==> src/rtl/neuron_input_loader.sv <==
// neuron_input_loader: stream-to-parallel sample loader for one neuron; define LOADER_FRAME_CHECK_EN to add in_last_i/frame_error_o framing checks
module neuron_input_loader #(
  parameter int NUM_INPUTS = 120,
  parameter int INTEGER_WIDTH = 8,
  parameter int FRACTION_WIDTH = 8,
  localparam int W = INTEGER_WIDTH + FRACTION_WIDTH,
  localparam int CW = $clog2(NUM_INPUTS)
) (
  input  logic                clock_i,
  input  logic                reset_i,
  input  logic                in_valid_i,
  output logic                in_ready_o,
  input  logic signed [W-1:0] in_data_i,
  output logic signed [W-1:0] inputs_o [NUM_INPUTS],
  output logic                inputs_ready_o,
`ifdef LOADER_FRAME_CHECK_EN
  input  logic                in_last_i,
  output logic                frame_error_o,
`endif
  input  logic                output_ready_i
);
  typedef enum logic [1:0] {LOAD = 2'd0, PRESENT = 2'd1, RELEASE = 2'd2} state_t;
  state_t state_q, state_d;
  logic [CW-1:0] count_q, count_d;
  logic inputs_ready_q, inputs_ready_d;
  logic live_q;
  logic signed [W-1:0] inputs_q [NUM_INPUTS];
  logic beat, at_end, done, clear;
  assign at_end = count_q == CW'(NUM_INPUTS - 1);
  assign beat = in_valid_i & in_ready_o;
`ifdef LOADER_FRAME_CHECK_EN
  logic frame_error_q, frame_error_d;
  assign done = beat & (at_end | in_last_i);
  assign frame_error_d = beat & (at_end ^ in_last_i);
  assign frame_error_o = frame_error_q;
  // one-cycle pulse when a frame closes at the wrong beat
  always_ff @(posedge clock_i or posedge reset_i)
    if (reset_i) frame_error_q <= 1'b0;
    else frame_error_q <= frame_error_d;
`else
  assign done = beat & at_end;
`endif
  assign clear = (state_q == RELEASE) & ~output_ready_i;
  assign inputs_o = inputs_q;
  assign inputs_ready_o = inputs_ready_q;
  // state register plus counter and presentation flag; live_q keeps in_ready low until the first clock after reset
  always_ff @(posedge clock_i or posedge reset_i)
    if (reset_i) begin
      state_q <= LOAD;
      count_q <= '0;
      inputs_ready_q <= 1'b0;
      live_q <= 1'b0;
    end else begin
      state_q <= state_d;
      count_q <= count_d;
      inputs_ready_q <= inputs_ready_d;
      live_q <= 1'b1;
    end
  // next state: fill, present until the neuron answers, then wait for it to go idle
  always_comb begin
    state_d = state_q;
    case (state_q)
      LOAD:    state_d = done ? PRESENT : LOAD;
      PRESENT: state_d = output_ready_i ? RELEASE : PRESENT;
      RELEASE: state_d = output_ready_i ? RELEASE : LOAD;
      default: state_d = LOAD;
    endcase
  end
  // outputs and next values of the counter and presentation flag
  always_comb begin
    in_ready_o = live_q & (state_q == LOAD);
    count_d = beat ? (done ? '0 : count_q + CW'(1)) : count_q;
    inputs_ready_d = state_d == PRESENT;
  end
  // sample array: write on each beat, wipe on leaving RELEASE so short frames read back as zero
  always_ff @(posedge clock_i or posedge reset_i)
    if (reset_i) for (int i = 0; i < NUM_INPUTS; i++) inputs_q[i] <= '0;
    else if (clear) for (int i = 0; i < NUM_INPUTS; i++) inputs_q[i] <= '0;
    else if (beat) inputs_q[count_q] <= in_data_i;
endmodule

==> config.mk <==
export PLATFORM = sky130hd
export DESIGN_NAME = neuron_input_loader
export DESIGN_NICKNAME = d
export VERILOG_FILES = /design/src/rtl/neuron_input_loader.sv
export SDC_FILE = /design/constraint.sdc
export NUM_CORES = 2
export LEC_CHECK = 0
export ABC_AREA = 0
export CAP_MARGIN = 20
export CORE_AREA = 2 2 752 754
export CTS_CLUSTER_DIAMETER = 80
export DETAILED_ROUTE_END_ITERATION = 8
export DIE_AREA = 0 0 754 756
export PLACE_DENSITY = 0.33
export SYNTH_ARGS = -nofsm -noshare
export SYNTH_HDL_FRONTEND = slang
export SYNTH_SLANG_ARGS = --single-unit
export TNS_END_PERCENT = 10
==> constraint.sdc <==
create_clock -name clock_i -period 81.6 [get_ports clock_i]
set_input_delay 20.4 -clock clock_i [delete_from_list [all_inputs] [get_ports clock_i]]
set_output_delay 20.4 -clock clock_i [all_outputs]
set_load 0.01 [all_outputs]
### After elaboration in Yosys (flattened, before gate mapping)

Cells that the tools add are included.

* bits of input ports: 20
* flip-flop bits (word level): 1931

* $add $sub $neg: 1
* $lt $le $gt $ge: 2
* equal/unequal tests: 4
* bitwise gates (word level): 6
* muxes and demuxes: 10
* reductions and logical operators: 3

Operators with widths (count)
* 1920-bit 2-to-1 mux: 2
* 1920-bit bitwise mux: 1
* 16-bit demux with 7-bit select: 1
* 16-bit 2-to-1 mux: 1
* 8-bit >= comparator, second input constant: 1
* 8-bit by 1-bit less-than comparator with 1-bit output, second input constant: 1
* 7-bit inverter with 8-bit output: 1
* 7-bit by 1-bit adder with 7-bit output, second input constant: 1
* 7-bit == test, second input constant: 1
* 7-bit 2-to-1 mux: 1
* 2-bit one-hot mux with 3 select lines: 1
* 1-bit AND: 4
* 2-bit by 1-bit == test with 1-bit output, second input constant: 2
* 2-bit 2-to-1 mux: 2
* 2-bit == test, second input constant: 1
* 2-bit logical NOT: 1
* 2-bit nonzero test: 1
* 1-bit logical AND: 1
* 1-bit 2-to-1 mux: 1
* 1-bit inverter: 1

### Logic depth before layout (Yosys ltp)

* depth after elaboration: 8
* gate-level depth with buffers: 8
* gate-level depth less buffers: 4

### Least setup slack after synthesis

No wires, ideal clock.

* path kind: in2reg
* start: in output_ready_i
* end: reg inputs_q (netlist bit inputs_o[413])
* stages on the path: 6
* arrival: 21.613 ns
* library setup time: 0.130 ns
* path slack: 59.857 ns
* buffers on the path: 3
* cells stage by stage: or3b_2 buf_2 buf_2 nand2_1 buf_2 mux2i_1

* longest elaborated chain between the ends: 3
* elaborated cells between the ends (all ways): 4
* those cells by class: mux (1); bitwise (2); reduce/logical (1)

Ends and longest elaborated chain
* start, declared: line 20 `input logic output_ready_i`
* 1-bit inverter *: line 43 `assign clear = (state_q == RELEASE) & ~output_ready_i;`
* 1-bit AND *: line 43
* 1920-bit 2-to-1 mux or 2-bit nonzero test (tied branches)
* end signal, assigned by index: line 79 `else if (beat) inputs_q[count_q] <= in_data_i;`
* end, declared: line 27 `logic signed [W-1:0] inputs_q [NUM_INPUTS];`

Every way passes the cells marked *; elsewhere a longest branch is shown, timed or not.
A chain may end at the register's enable or synchronous reset.

==> run summary <==
The run finished with clean final reports. The maximum level of the CTS H-tree came out at 5. The top flip-flop cell by instance count after synthesis is sky130_fd_sc_hd__dfrtp_1.

The later-pin clock latency in the skew report came out at 950 ps. The final number of hold-violating endpoints is 0. The count of fill cells added during filler insertion came out at 60600. The share of the core filled with cells is 20.8%.

The count of standard-cell rows is 276. The via-per-instance ratio came out at 3.68. The endpoint identified for the worst register-to-register timing path is inputs_o[1538]. Setup repair after global routing left no endpoint under its margin. In this run the vertical extent of the chip is 756 µm. The number of antenna violations at the first check in global routing came out at 41.

The path class of the tightest hold or removal check is register to register. Relative to the synthesized area, the layout overhead comes to 45.0%. The critical path starts at reset_i. The number of CTS-inserted buffers came out at 276. STA classifies the critical path endpoint as an asynchronous set/reset pin.

The post-synth design cell area is 80800 µm². STA classifies the critical path startpoint as an input port. The final critical-path required period is 24970 ps. After global routing the overflow that remains totals 0. In this run the critical register-to-register path is launched from state_q[1]. The fraction of the yosys area taken by sequential cells is 59.8%.

In this run the count of I/O pins placed on the die edge is 1942. The critical path ends at inputs_o[1537]. The number of buffers inserted for hold repair after clock tree synthesis is 0. The number of cell instances on the worst register-to-register path is 9. The via count of the first global-routing pass is 63100. The most numerous cell type found on the critical path is sky130_fd_sc_hd__buf_4. The largest net degree at the start of global routing came out at 194. The largest individual stage delay along the critical path comes from the cell sky130_fd_sc_hd__buf_4.

The first global-routing pass estimated 615000 µm of wire. The first detailed-routing pass ran for 5 iterations. Of the cells placed in the final design, the portion with a size suffix greater than 1 is 8.74%. Walking the worst path, the cells encountered are clkdlybuf4s50_1, inv_8, buf_4, buf_4, buf_4, buf_4, buf_4, buf_12. The count of cells resized by post-cts repair is 0. At the worst endpoint, the required time is 82500 ps. The classification of the worst setup path is input port to asynchronous set/reset pin.

The root buffer cell chosen for the clock tree is sky130_fd_sc_hd__clkbuf_16. The routed design has 465000 µm of wire. The die is 754 µm wide.

Timing would allow up to 40.0 MHz. The setup-violating endpoint count in the final report is 0. The synthesis warning total came out at 0. The synthesized design contains 0 enable-type register cells.

In the final routed layout, each cell accounts on average for 28.9 µm. In this run the worst path has a maximum fanout of 148. The total core area came out at 563000 µm². The post-detailed-route count of antenna-violating nets is 0. The total number of vias is 59200. The final net count came out at 8407. The tightest slew margin relative to the limit is 27.0%. The area of the die came out at 570000 µm². In the final timing run, aggregate negative setup slack is 0 ps. Dividing the final minimum period by the clock period gives 30.6%. In this run, the number of DRC markers left after iteration 0 of detailed routing was 3763. Clock-pin slew was measured on the worst setup and hold paths at 50 ps. For this run, the slowest stage of the critical path takes 780 ps. The overall routing resource usage came out at 15.7%. The post-synthesis net count is 6605. The number of pins exceeding their max-slew limit in the final report came out at 0. Max-cap violations in this run came to 0. In this run the deepest clock path goes through 4 buffers. The count of clock tree sinks is 1931. Buffers placed on the I/O ports in this run total 1941.

The routability congestion estimate from global placement is 0.771. The number of setup buffers added after CTS came out at 0. The flop-to-flop setup slack is 76150 ps. The effective utilization at floorplan is 14.4%. The post-synthesis async set-or-reset flop share is 100%. The slew at the pin closest to its max-slew limit is 1090 ps. The synthesized flop and latch total is 1931. Across all setup checks in the final design, the least slack found is 56630 ps. The standby leakage power came out at 0.0596 µW. Detailed placement ended at an HPWL of 322000 µm.

TritonCTS built the clock tree. The worst supply voltage drop on vdd is 0.0170 mV. On the final layout, the worst clock skew is 51.6 ps.

The count of different cell masters after synthesis is 49. A synthesized cell averages 12.3 µm². The ratio of total power to cell area is 23.3 nW/µm². The setup slack after placement came out at 55390 ps. The post-synthesis cell count is 6584.

The data arrival time of the critical path is 25880 ps. The detailed-route DRC error count came out at 0.
==> cell type report <==
type | count | area (µm²) | area share (%)
multi-input cells | 4041 | 29200 | 24.9
inverters | 18 | 155 | 0.132
flip-flops and latches | 1931 | 48300 | 41.3
diodes | 11 | 27.5 | 0.0235
repair buffers | 2118 | 21100 | 18.0
well taps | 7506 | 9390 | 8.02
clock inverters | 76 | 1040 | 0.892
clock buffers | 394 | 7920 | 6.76
==> layer usage <==
metal	share of wire [%]	track usage (%)
met1	40	18.6
met2	48	26.7
met3	8.3	5.61
met4	3.2	4.61
met5	0.014	0
==> cell usage in the layout (no fill, tap or decap), types with 3 or more instances in the layout <==
master / synthesis / final
sky130_fd_sc_hd__diode_2: 0 / 11
sky130_fd_sc_hd__nand4_4: 56 / 60
sky130_fd_sc_hd__dfrtp_1: 1931 / 1931
sky130_fd_sc_hd__clkinv_2: 0 / 26
sky130_fd_sc_hd__nand2_4: 0 / 16
sky130_fd_sc_hd__nor3_4: 5 / 5
sky130_fd_sc_hd__buf_16: 0 / 6
sky130_fd_sc_hd__clkinv_8: 0 / 8
sky130_fd_sc_hd__nor3b_1: 7 / 4
sky130_fd_sc_hd__buf_12: 2 / 15
sky130_fd_sc_hd__nor3_1: 3 / 3
sky130_fd_sc_hd__nand4_2: 41 / 37
sky130_fd_sc_hd__clkinv_4: 0 / 6
sky130_fd_sc_hd__nand2_1: 1944 / 1928
sky130_fd_sc_hd__clkbuf_16: 0 / 280
sky130_fd_sc_hd__and3b_1: 5 / 3
sky130_fd_sc_hd__bufinv_16: 0 / 11
sky130_fd_sc_hd__nor2b_4: 0 / 4
sky130_fd_sc_hd__clkinv_16: 0 / 8
sky130_fd_sc_hd__buf_4: 51 / 155
sky130_fd_sc_hd__nor3b_2: 0 / 3
sky130_fd_sc_hd__mux2i_1: 1920 / 1920
sky130_fd_sc_hd__nand3_2: 4 / 4
sky130_fd_sc_hd__clkbuf_8: 0 / 48
sky130_fd_sc_hd__inv_6: 0 / 30
sky130_fd_sc_hd__nand3_4: 3 / 3
sky130_fd_sc_hd__clkdlybuf4s50_1: 0 / 1941
sky130_fd_sc_hd__and3_1: 7 / 5
sky130_fd_sc_hd__clkbuf_1: 175 / 66
sky130_fd_sc_hd__nor4_4: 6 / 6
==> worst max-delay path: cells and delay by family <==
family | cells | cell delay (ps)
buf+inv | 8 | 4950
==> power by group <==
part | internal (µW) | leakage (µW) | switching, µW
sequential | 1030 | 0.0267 | 48.8
clock | 714 | 0.00438 | 495
combinational | 166 | 0.0285 | 280
==> kinds of logic (layout without fill, tap and decap cells) <==
logic type	after synthesis	count (layout)	synth area share, %
other cells	1	12	0.00464
flops	1931	1931	59.8
mux	1921	1921	23.8
buf+inv	612	2606	4.29
simple gates	2107	2107	11.9
fa+ha+maj	1	1	0.0155
xor+xnor	2	2	0.0217
compound gates	9	9	0.0728
==> state kept, by name, indices dropped and copies added (netlist names) <==
| name | count |
|---|---|
| inputs_o | 1920 |
| inputs_ready_o | 1 |
| count_q | 7 |
| state_q | 2 |
| live_q | 1 |
==> how the worst min path moves through the flow <==
| stage | from | endpoint | slack, ps | cells past startpoint |
|---|---|---|---|---|
| 2_1_floorplan | state_q[1] | inputs_ready_o | 520 | 1 |
| 3_3_place_gp | inputs_o[1879] | inputs_o[1879] | 510 | 2 |
| 3_5_place_dp | inputs_o[236] | inputs_o[236] | 510 | 2 |
| 4_1_cts | inputs_o[215] | inputs_o[215] | 520 | 2 |
| 5_1_grt | inputs_o[207] | inputs_o[207] | 540 | 2 |
| 6_report | inputs_o[91] | inputs_o[91] | 520 | 2 |
==> Yosys cell counts (7+ instances only) <==
master | number | area share [%]
sky130_fd_sc_hd__nand2_1 | 1944 | 9.0
sky130_fd_sc_hd__buf_4 | 51 | 0.47
sky130_fd_sc_hd__nand4_2 | 41 | 0.64
sky130_fd_sc_hd__nor3b_1 | 7 | 0.065
sky130_fd_sc_hd__nand4_4 | 56 | 1.5
sky130_fd_sc_hd__buf_2 | 282 | 1.7
sky130_fd_sc_hd__inv_1 | 8 | 0.037
sky130_fd_sc_hd__and3_1 | 7 | 0.054
sky130_fd_sc_hd__buf_6 | 79 | 1.1
sky130_fd_sc_hd__mux2i_1 | 1920 | 24
sky130_fd_sc_hd__dfrtp_1 | 1931 | 60
sky130_fd_sc_hd__clkbuf_1 | 175 | 0.81
==> metrics by stage <==
step                hold slack, ps  total power (µW)  instances  instance area (µm²)
finish                         522              2730      16100               117000
global route                   535              2860      16100               117000
CTS                            524              2790      16100               117000
detailed placement             515              1550      15600               108000
global placement               513              1550      15600               108000
floorplan                      520              1260       6584                80800
Note: power is estimated with default switching activity, not from simulation.
